`config.mk`:
```
export PLATFORM = sky130hd
export DESIGN_NAME = mmio_timer_core_flat
export DESIGN_NICKNAME = d
export VERILOG_FILES = /design/src/rtl/timer_pkg.sv /design/src/rtl/mmio_timer_core_if.sv /design/src/rtl/timer_counter.sv /design/src/rtl/mmio_timer_core.sv /design/src/flat_wrapper.sv
export SDC_FILE = /design/constraint.sdc
export NUM_CORES = 1
export LEC_CHECK = 0
export ABC_AREA = 1
export CAP_MARGIN = 30
export CORE_MARGIN = 5
export CORE_UTILIZATION = 55
export CTS_BUF_LIST = sky130_fd_sc_hd__clkbuf_8
export DETAILED_ROUTE_END_ITERATION = 8
export PLACE_DENSITY = 0.78
export SLEW_MARGIN = 5
export SYNTH_ARGS = -nofsm -noshare
export SYNTH_HDL_FRONTEND = slang
export SYNTH_SLANG_ARGS = --single-unit
```
`constraint.sdc`:
```
create_clock -name clk -period 2 [get_ports clk]
set_input_delay 0.2 -clock clk [delete_from_list [all_inputs] [get_ports clk]]
set_output_delay 0.2 -clock clk [all_outputs]
set_load 0.03 [all_outputs]
```
`src/rtl/timer_pkg.sv`:
```
// Shared constants and types for the MMIO timer slot: bus widths, register map, bit positions.
package timer_pkg;

    localparam int unsigned ADDR_W = 5;
    localparam int unsigned DATA_W = 32;

    localparam logic [ADDR_W-1:0] REG_CNT_LO = 5'd0;
    localparam logic [ADDR_W-1:0] REG_CNT_HI = 5'd1;
    localparam logic [ADDR_W-1:0] REG_CTRL   = 5'd2;
    localparam logic [ADDR_W-1:0] REG_CMP_LO = 5'd3;
    localparam logic [ADDR_W-1:0] REG_CMP_HI = 5'd4;
    localparam logic [ADDR_W-1:0] REG_STATUS = 5'd5;

    localparam int unsigned CTRL_GO          = 0;
    localparam int unsigned CTRL_CLEAR       = 1;
    localparam int unsigned CTRL_AUTO_RELOAD = 2;
    localparam int unsigned CTRL_IRQ_EN      = 3;

    localparam int unsigned ST_MATCH = 0;
    localparam int unsigned ST_OVF   = 1;

    // Persistent CTRL state; the clear bit is a pulse and is never stored.
    typedef struct packed {
        logic irq_en;
        logic auto_reload;
        logic go;
    } ctrl_t;

endpackage

```
`src/rtl/mmio_timer_core_if.sv`:
```
// Basic-bus slot signals between the MMIO controller (master) and the timer responder (slave).
interface mmio_timer_core_if;
    import timer_pkg::*;

    logic              cs;
    logic              read;
    logic              write;
    logic [ADDR_W-1:0] addr;
    logic [DATA_W-1:0] wr_data;
    logic [DATA_W-1:0] rd_data;
    logic              irq;

    modport master (output cs, read, write, addr, wr_data, input rd_data, irq);
    modport slave  (input cs, read, write, addr, wr_data, output rd_data, irq);

endinterface

```
`src/rtl/timer_counter.sv`:
```
// Free-running counter with compare match, auto-reload, overflow detect and W1C flag registers.
module timer_counter #(
    parameter int unsigned CNT_W = 48
) (
    input  logic             clk,
    input  logic             reset_n,
    input  logic             i_go,
    input  logic             i_auto_reload,
    input  logic             i_clear,
    input  logic [CNT_W-1:0] i_cmp,
    input  logic             i_w1c_match,
    input  logic             i_w1c_ovf,
    output logic [CNT_W-1:0] o_count,
    output logic             o_match_flag,
    output logic             o_ovf_flag
);

    logic [CNT_W-1:0] r_count;
    logic             r_match_flag;
    logic             r_ovf_flag;
    logic             w_match;
    logic             w_reload;
    logic             w_ovf;

    // Overflow only counts a genuine wrap, not a cycle where reload or clear takes over.
    always_comb begin
        w_match  = i_go && (r_count == i_cmp);
        w_reload = w_match && i_auto_reload;
        w_ovf    = i_go && (&r_count) && !w_reload && !i_clear;
    end

    always_ff @(posedge clk) begin
        if (!reset_n) begin
            r_count      <= '0;
            r_match_flag <= 1'b0;
            r_ovf_flag   <= 1'b0;
        end else begin
            if (i_clear) begin
                r_count <= '0;
            end else if (w_reload) begin
                r_count <= '0;
            end else if (i_go) begin
                r_count <= r_count + CNT_W'(1);
            end
            // A set in the same cycle as a W1C wins.
            r_match_flag <= (r_match_flag & ~i_w1c_match) | w_match;
            r_ovf_flag   <= (r_ovf_flag & ~i_w1c_ovf) | w_ovf;
        end
    end

    assign o_count      = r_count;
    assign o_match_flag = r_match_flag;
    assign o_ovf_flag   = r_ovf_flag;

endmodule

```
`src/rtl/mmio_timer_core.sv`:
```
// MMIO timer responder: bus decode, register file, snapshot for atomic wide reads, same-cycle read mux.
module mmio_timer_core
    import timer_pkg::*;
#(
    parameter int unsigned CNT_W = 48
) (
    input  logic               clk,
    input  logic               reset_n,
    mmio_timer_core_if.slave   bus
);

    localparam int unsigned HI_W = CNT_W - 32;

    ctrl_t             r_ctrl;
    logic [CNT_W-1:0]  r_cmp;
    logic [HI_W-1:0]   r_snap_hi;

    logic              w_wr_en;
    logic              w_rd_en;
    logic              w_wr_ctrl;
    logic              w_wr_cmp_lo;
    logic              w_wr_cmp_hi;
    logic              w_wr_status;
    logic              w_rd_cnt_lo;
    logic              w_clear;
    logic              w_w1c_match;
    logic              w_w1c_ovf;
    logic [CNT_W-1:0]  w_count;
    logic              w_match_flag;
    logic              w_ovf_flag;
    logic [DATA_W-1:0] w_rd_data;

    always_comb begin
        w_wr_en      = bus.cs && bus.write;
        w_rd_en      = bus.cs && bus.read;
        w_wr_ctrl    = w_wr_en && (bus.addr == REG_CTRL);
        w_wr_cmp_lo  = w_wr_en && (bus.addr == REG_CMP_LO);
        w_wr_cmp_hi  = w_wr_en && (bus.addr == REG_CMP_HI);
        w_wr_status  = w_wr_en && (bus.addr == REG_STATUS);
        w_rd_cnt_lo  = w_rd_en && (bus.addr == REG_CNT_LO);
        w_clear      = w_wr_ctrl && bus.wr_data[CTRL_CLEAR];
        w_w1c_match  = w_wr_status && bus.wr_data[ST_MATCH];
        w_w1c_ovf    = w_wr_status && bus.wr_data[ST_OVF];
    end

    // Register file; a CNT_LO read freezes the upper counter bits for the following CNT_HI read.
    always_ff @(posedge clk) begin
        if (!reset_n) begin
            r_ctrl    <= '0;
            r_cmp     <= '1;
            r_snap_hi <= '0;
        end else begin
            if (w_wr_ctrl) begin
                r_ctrl.go          <= bus.wr_data[CTRL_GO];
                r_ctrl.auto_reload <= bus.wr_data[CTRL_AUTO_RELOAD];
                r_ctrl.irq_en      <= bus.wr_data[CTRL_IRQ_EN];
            end
            if (w_wr_cmp_lo) begin
                r_cmp[31:0] <= bus.wr_data;
            end
            if (w_wr_cmp_hi) begin
                r_cmp[CNT_W-1:32] <= bus.wr_data[HI_W-1:0];
            end
            if (w_rd_cnt_lo) begin
                r_snap_hi <= w_count[CNT_W-1:32];
            end
        end
    end

    timer_counter #(.CNT_W(CNT_W)) u_counter (
        .clk           (clk),
        .reset_n       (reset_n),
        .i_go          (r_ctrl.go),
        .i_auto_reload (r_ctrl.auto_reload),
        .i_clear       (w_clear),
        .i_cmp         (r_cmp),
        .i_w1c_match   (w_w1c_match),
        .i_w1c_ovf     (w_w1c_ovf),
        .o_count       (w_count),
        .o_match_flag  (w_match_flag),
        .o_ovf_flag    (w_ovf_flag)
    );

    // Read mux reflects pre-write state, so a simultaneous write never shows through.
    always_comb begin
        w_rd_data = '0;
        if (w_rd_en) begin
            case (bus.addr)
                REG_CNT_LO: w_rd_data = w_count[31:0];
                REG_CNT_HI: w_rd_data = DATA_W'(r_snap_hi);
                REG_CTRL:   w_rd_data = DATA_W'({r_ctrl.irq_en, r_ctrl.auto_reload, 1'b0, r_ctrl.go});
                REG_CMP_LO: w_rd_data = r_cmp[31:0];
                REG_CMP_HI: w_rd_data = DATA_W'(r_cmp[CNT_W-1:32]);
                REG_STATUS: w_rd_data = DATA_W'({w_ovf_flag, w_match_flag});
                default:    w_rd_data = '0;
            endcase
        end
    end

    assign bus.rd_data = w_rd_data;
    assign bus.irq     = r_ctrl.irq_en & w_match_flag;

endmodule

```
`src/flat_wrapper.sv`:
```
// flat-port wrapper written by rule: the top's interface ports become plain ports
module mmio_timer_core_flat import timer_pkg::*;
#(
    parameter int unsigned CNT_W = 48
)
  (clk, reset_n, bus_cs, bus_read, bus_write, bus_addr, bus_wr_data, bus_rd_data, bus_irq);
  mmio_timer_core_if bus_i ();
  input  logic clk;
  input  logic reset_n;
  input wire logic [$bits(bus_i.cs)-1:0] bus_cs;
  input wire logic [$bits(bus_i.read)-1:0] bus_read;
  input wire logic [$bits(bus_i.write)-1:0] bus_write;
  input wire logic [$bits(bus_i.addr)-1:0] bus_addr;
  input wire logic [$bits(bus_i.wr_data)-1:0] bus_wr_data;
  output wire logic [$bits(bus_i.rd_data)-1:0] bus_rd_data;
  output wire logic [$bits(bus_i.irq)-1:0] bus_irq;
  assign bus_i.cs = bus_cs;
  assign bus_i.read = bus_read;
  assign bus_i.write = bus_write;
  assign bus_i.addr = bus_addr;
  assign bus_i.wr_data = bus_wr_data;
  assign bus_rd_data = bus_i.rd_data;
  assign bus_irq = bus_i.irq;
  mmio_timer_core #(.CNT_W(CNT_W)) u_core (.clk(clk), .reset_n(reset_n), .bus(bus_i));
endmodule
```
==> results of run 1 <==
## logic make-up (layout without fill, tap and decap cells)
family,after synthesis,after routing
flip-flops,117,117
AO/OA/AOI/OAI,135,135
AND/OR/NAND/NOR,536,536
buffers and inverters,176,297
XOR/XNOR,45,45
adder cells (fa/ha/maj),1,1
## cell usage in the layout (no fill, tap or decap), drive strengths merged
cell / n
o22ai: 24
nand3: 49
inv: 138
nand2: 280
clkdlybuf4s50: 37
o21ai: 34
dlymetal6s2s: 4
nor2: 147
dfxtp: 117
clkbuf: 24
and3: 1
and2: 1
nand3b: 2
buf: 84
o211ai: 43
dlygate4sd3: 1
bufinv: 4
nor4: 2
a211oi: 2
o221ai: 1
clkinv: 5
ha: 1
a221oi: 12
a21boi: 1
a21oi: 17
nor3: 29
nand4: 25
xnor2: 8
a22oi: 1
xor2: 37
## cell usage after synthesis (2+ instances only)
cell	n	area share (%)
nand2_1	280	16
inv_1	131	7.5
dfxtp_1	117	36
inv_2	7	0.40
a21oi_1	17	1.3
a221oi_1	12	1.6
nand3b_1	2	0.23
nor2_2	2	0.19
nor2_1	145	8.3
buf_6	3	0.52
xor2_1	37	5.0
nor3_2	3	0.46
nor3_1	26	2.0
buf_2	15	1.1
clkbuf_1	19	1.1
nand3_2	2	0.31
nand4_1	25	2.4
a211oi_1	2	0.23
o21ai_0	32	2.4
nand3_1	47	3.6
o22ai_1	24	2.3
nor4_1	2	0.19
xnor2_1	8	1.1
o211ai_1	43	4.9
o21ai_1	2	0.15
## per-layer routing
layer  part of all wire, %  GRT usage [%]  vias up
met5                     0              0        -
met4                   2.8           11.4        0
met3                   8.0           6.92       41
met2                    45           46.2      335
met1                    44           39.0     3278
li1                      -              -     3490
## sequential cells by signal, summed over array words and instances, names as in the netlist
register                       flops
u_core.r_cmp                      48
u_core.r_ctrl                      3
u_core.r_snap_hi                  16
u_core.u_counter.o_count          48
u_core.u_counter.o_match_flag      1
u_core.u_counter.o_ovf_flag        1
## critical path: cells and delay by family
| family | cells | cell delay, ns |
|---|---|---|
| AOI/OAI and AO/OA | 2 | 0.36 |
| buffers and inverters | 4 | 0.94 |
| and+or+nand+nor | 2 | 0.22 |
## repair_timing
action	4_1_cts	5_1_grt
endpoints found under the hold margin	1	0
buffers inserted	0	0
pin swaps	0	1
hold buffers	1	0
gates resized for setup	10	30
cloned	0	1
setup endpoints to repair	22	80
## power by group through the flow
stage	Combinational, W	Sequential, W	Clock (W)
3_3_place_gp	0.000241	0.00240	0
5_1_grt	0.000279	0.00235	0.00262
2_1_floorplan	0.000103	0.00240	0
4_1_cts	0.000248	0.00235	0.00254
3_5_place_dp	0.000242	0.00240	0
6_report	0.000263	0.00235	0.00254
## per-stage QoR
| step | setup slack [ns] | utilization, % | cell area (sq um) |
|---|---|---|---|
| CTS | 0.00204 | 70.9 | 8170 |
| finish | 0.0698 | 71.8 | 8270 |
| detailed placement | -0.112 | 66.5 | 7660 |
| global placement | -0.0396 | 66.5 | 7660 |
| floorplan | 0.192 | - | 6540 |
| global route | -0.0306 | 71.8 | 8270 |
## how the worst max path moves through the flow
stage	to	slack [ns]	start
2_1_floorplan	bus_rd_data[21]	0.19	bus_addr[3]
3_3_place_gp	bus_rd_data[19]	-0.04	bus_addr[3]
3_5_place_dp	bus_rd_data[22]	-0.11	bus_addr[1]
4_1_cts	u_core.u_counter.o_count[32]	0.002	u_core.u_counter.o_count[0]
5_1_grt	u_core.u_counter.o_count[32]	-0.03	u_core.u_counter.o_count[1]
6_report	bus_rd_data[5]	0.07	bus_addr[0]
## final cells by class
class	count	share of cell area [%]
Multi-Input combinational cell	717	43.5
Timing Repair Buffer	127	14.1
Clock buffer	23	3.83
Tap cell	143	2.16
Sequential cell	117	28.4
Clock inverter	9	1.76
Inverter	138	6.30
==> impl_metrics.py, run 1 <==
metrics = {
    "die": {
        "num_rows": 39,
        "ios": 75,
        "core_sq_um": 11500,
        "die_x_um": 119,
        "dieHeight_um": 119,
        "initial_core_util_pct": 56.8,
        "dieArea_sq_um": 14200,
    },
    "clock_network": {
        "numCtsBuffers": 17,
        "clk_latency_ns": 0.47,
        "cts_max_level": 4,
        "cts_root_buf": "clkbuf_8",
        "cts_buffer_depth": 2,
        "cts_tree": "yes",
        "path_clk_slew_ns": 0.07,
        "clock-sinks": 117,
    },
    "synth": {
        "synth_compound_area_share_pct": 13.3,
        "synth_cells": 1010,
        "seq_area_frac_synth_pct": 35.8,
        "avgSynthCellArea_sq_um": 6.48,
        "yosysUniqueCellTypes": 32,
        "synthSimpleGateAreaFrac_pct": 33.9,
        "synth_nets": 1053,
        "synth_mux_area_share_pct": 0,
        "yosysWarnings": 0,
        "syn_area_sq_um": 6540,
        "synth_fa_ha_area_share_pct": 0.191,
        "ys_dominant_reg_cell": "dfxtp_1",
        "synthXorXnorAreaFrac_pct": 6.02,
        "synth_top_family_by_area": "simple AND/OR/NAND/NOR gates",
        "synth_seq_cells": 117,
        "async_reset_ff_share_pct": 0,
        "synth_edf_count": 0,
    },
    "global_routing": {
        "overflow": 0,
        "grt_pass1_vias": 6580,
        "antenna_found_initial": 0,
        "track_usage_pct": 29.3,
        "grt_start_max_net_pins": 38,
        "grt_pass1_wl_mm": 33.0,
    },
    "cells_and_area": {
        "nets": 1161,
        "area_delta_synth_final_pct": 26.3,
        "register_area_sq_um": 2350,
        "multi_input_area_sq_um": 3590,
        "fillers": 1003,
        "n_antenna_cell": 0,
        "fin_cells": 1274,
        "drive_gt1_share_pct": 14.1,
    },
    "pwr": {
        "vdd_drop_max_mv": 0.524,
        "finalPower_w": 0.00515,
        "p_seq_share_pct": 45.6,
        "power_frac_comb_pct": 5.1,
        "power.net_switching_w": 0.00114,
        "internal-power_w": 0.00401,
        "leakagePower_nw": 3.56,
        "power.density_nw_per_um2": 623,
        "p_sw_share_pct": 22.1,
        "p_clk_share_pct": 49.3,
    },
    "drt": {
        "drc": 0,
        "wirelength_mm": 21.3,
        "vias_per_cell": 5.61,
        "ant_nets": 0,
        "drtIter0Drc": 729,
        "wl_per_cell_um": 16.7,
        "via_count": 7144,
        "drt_first_pass_iters": 6,
    },
    "critical_path": {
        "crit_path_max_fanout": 16,
        "regToRegStartpoint": "u_core.u_counter.o_count[18]",
        "crit_arrival_ns": 1.73,
        "critPathLaunchType": "input port",
        "slowest_delay_ns": 0.50,
        "required_ns": 1.80,
        "path_class": "in2out",
        "reg2reg_depth": 12,
        "crit_chain": "clkdlybuf4s50_1 > inv_1 > nand3_2 > buf_12 > o22ai_1 > a221oi_1 > nor2_1 > buf_4",
        "cp_slowest_cell": "clkdlybuf4s50_1",
        "reg2reg_slack_ns": 0.07,
        "cp-end-kind": "output port",
        "reg2reg_to": "u_core.u_counter.o_count[1]",
    },
    "place": {
        "gp_congestion": 0.951,
        "port_buffers": 74,
        "dp_hpwl_mm": 15.7,
        "dp.cells": 1240,
    },
    "hold_path": {
        "hp-class": "in2reg",
        "holdCritStartpoint": "bus_addr[2]",
        "holdPathStages": 5,
        "whs_endpoint": "u_core.r_snap_hi[1]",
    },
    "timing": {
        "tightest_slew_ns": 0.472,
        "relSlewSlack_pct": 68.3,
        "setup_viol": 0,
        "finalHoldViolCount": 0,
        "fmax_mhz": 518,
        "setup_tns_ns": 0,
        "fin_crit_sh_pct": 96.5,
        "fin_crit_ns": 1.93,
        "finalMaxSlewViolations": 0,
        "fin_skew_ns": 0.00929,
        "hold_slack_ns": 0.299,
    },
    "run": {
        "drv_cap": 0,
    },
    "outcome": {
        "status": "finished clean",
    },
}
Note: power is estimated with default switching activity, not from simulation.
==> run 2, diff against run 1 <==
--- a/config.mk
+++ b/config.mk
@@ -8,10 +8,10 @@
 export ABC_AREA = 1
 export CAP_MARGIN = 30
 export CORE_MARGIN = 5
-export CORE_UTILIZATION = 55
+export CORE_UTILIZATION = 59
 export CTS_BUF_LIST = sky130_fd_sc_hd__clkbuf_8
 export DETAILED_ROUTE_END_ITERATION = 8
-export PLACE_DENSITY = 0.78
+export PLACE_DENSITY = 0.83
 export SLEW_MARGIN = 5
 export SYNTH_ARGS = -nofsm -noshare
 export SYNTH_HDL_FRONTEND = slang
==> constraint.sdc (replaced) <==
create_clock -name clk -period 2.12 [get_ports clk]
set_input_delay 0.212 -clock clk [delete_from_list [all_inputs] [get_ports clk]]
set_output_delay 0.212 -clock clk [all_outputs]
set_load 0.03 [all_outputs]
==> impl_metrics.py, run 2 (synthesis results as in run 1) <==
metrics = {
    "place": {
        "port_buffers": 74,
        "place_area_sq_um": 7520,
        "gp_congestion": 0.971,
        "dp.cells": 1221,
        "dp_hpwl_mm": 15.4,
    },
    "cells_and_area": {
        "drive_gt1_share_pct": 10.8,
        "fin_cells": 1253,
        "fin_area_sq_um": 7910,
        "most-common-layout-cells": "280 x nand2_1, 138 x nor2_1, 136 x inv_1",
        "area_delta_synth_final_pct": 20.9,
        "nets": 1143,
        "n_antenna_cell": 0,
        "multi_input_area_sq_um": 3530,
        "fillers": 945,
        "register_area_sq_um": 2340,
        "final_common_cell": "nand2_1",
    },
    "drt": {
        "drt_first_pass_iters": 6,
        "wirelength_mm": 20.6,
        "via_count": 7068,
        "drtIter0Drc": 772,
        "drc": 0,
        "ant_nets": 0,
        "wl_per_cell_um": 16.4,
        "vias_per_cell": 5.64,
    },
    "timing": {
        "tightest_slew_ns": 0.562,
        "fmax_mhz": 488,
        "fin_crit_ns": 2.05,
        "relSlewSlack_pct": 62.2,
        "finalMaxSlewViolations": 0,
        "fin_skew_ns": 0.00964,
        "finalHoldViolCount": 0,
        "setup_tns_ns": 0,
        "fin_crit_sh_pct": 96.6,
        "setup_viol": 0,
    },
    "critical_path": {
        "reg2reg_slack_ns": 0.16,
        "critPathLaunchType": "input port",
        "cp-end-kind": "output port",
        "crit_arrival_ns": 1.84,
        "crit_path_max_fanout": 16,
        "crit_chain": "clkdlybuf4s50_1 > nor2_1 > nand3_1 > buf_6 > o22ai_1 > a221oi_1 > nor2_1 > buf_4",
        "path_class": "in2out",
        "cp_common_cell": "nor2_1",
        "required_ns": 1.91,
        "cp_slowest_cell": "clkdlybuf4s50_1",
        "slowest_delay_ns": 0.56,
    },
    "pwr": {
        "power.density_nw_per_um2": 542,
        "leakagePower_nw": 3.41,
        "vdd_drop_max_mv": 0.478,
    },
    "outcome": {
        "status": "finished clean",
    },
    "die": {
        "num_rows": 38,
        "initial_core_util_pct": 60.4,
        "ios": 75,
        "dieHeight_um": 115,
        "core_sq_um": 10800,
        "dieArea_sq_um": 13300,
        "die_x_um": 115,
    },
    "clock_network": {
        "cts_root_buf": "clkbuf_8",
        "clk_latency_ns": 0.46,
        "cts_buffer_depth": 2,
        "cts_max_level": 4,
        "holdBufCountCts": 0,
        "path_clk_slew_ns": 0.07,
        "numCtsBuffers": 17,
        "clock-sinks": 117,
        "cts_tree": "yes",
    },
    "global_routing": {
        "grt_start_max_net_pins": 38,
        "track_usage_pct": 31.7,
        "antenna_found_initial": 0,
        "overflow": 0,
        "grt_pass1_vias": 6697,
        "grt_pass1_wl_mm": 33.1,
    },
    "run": {
        "drv_cap": 0,
    },
    "hold_path": {
        "hp-class": "in2reg",
    },
}
==> run 2: power by group <==
group          switching, W  internal, W  total [W]  leakage [nW]
combinational      0.000124     0.000111   0.000235          2.25
clock              0.000876     0.000962    0.00184         0.209
sequential       0.00000679      0.00221    0.00221         0.946
total               0.00101      0.00328    0.00429          3.41
==> run 2: worst paths after layout <==
check / cells past startpoint / end / from
hold / removal: 3 / u_core.r_ctrl[1] / reset_n
setup / recovery: 8 / bus_rd_data[11] / bus_addr[3]
hold reg to reg: 2 / u_core.u_counter.o_ovf_flag / u_core.u_counter.o_ovf_flag
setup reg to reg: 10 / u_core.u_counter.o_count[32] / u_core.u_counter.o_count[1]
==> run 2: final cells by class <==
cell class | count | share of cell area (%)
clock buffers | 23 | 4.00
well taps | 140 | 2.21
repair buffers | 109 | 12.5
clock inverters | 9 | 0.474
inverters | 138 | 6.58
multi-input cells | 717 | 44.6
flip-flops and latches | 117 | 29.6
==> run 2: routing by layer <==
layer / share of wire [%] / GRT usage (%) / vias to the layer above
met5: 0 / 0 / -
li1: - / - / 3447
met1: 42 / 41.0 / 3221
met3: 9.5 / 7.63 / 54
met4: 3.2 / 15.7 / 0
met2: 46 / 49.7 / 346
==> run 2: critical path: cells and delay by family <==
family,cells,cell delay (ns)
buffers and inverters,3,0.93
and+or+nand+nor,3,0.31
AOI/OAI and AO/OA,2,0.36
==> run 2: stage by stage <==
| step | hold WS (ns) | worst slack (ns) | utilization [%] | power (W) |
|---|---|---|---|---|
| finish | 0.0524 | 0.0717 | 73.0 | 0.00429 |
| global route | 0.0640 | -0.0451 | 73.0 | 0.00441 |
| CTS | 0.0325 | 0.103 | 72.7 | 0.00428 |
| detailed placement | 0.486 | 0.119 | 69.4 | 0.00249 |
| global placement | 0.463 | 0.152 | 69.4 | 0.00249 |
| floorplan | 0.338 | 0.288 | - | 0.00236 |
==> run 2: repair_timing <==
action	4_1_cts	5_1_grt
setup buffers	0	0
gates resized for setup	0	16
setup endpoints to repair	0	64
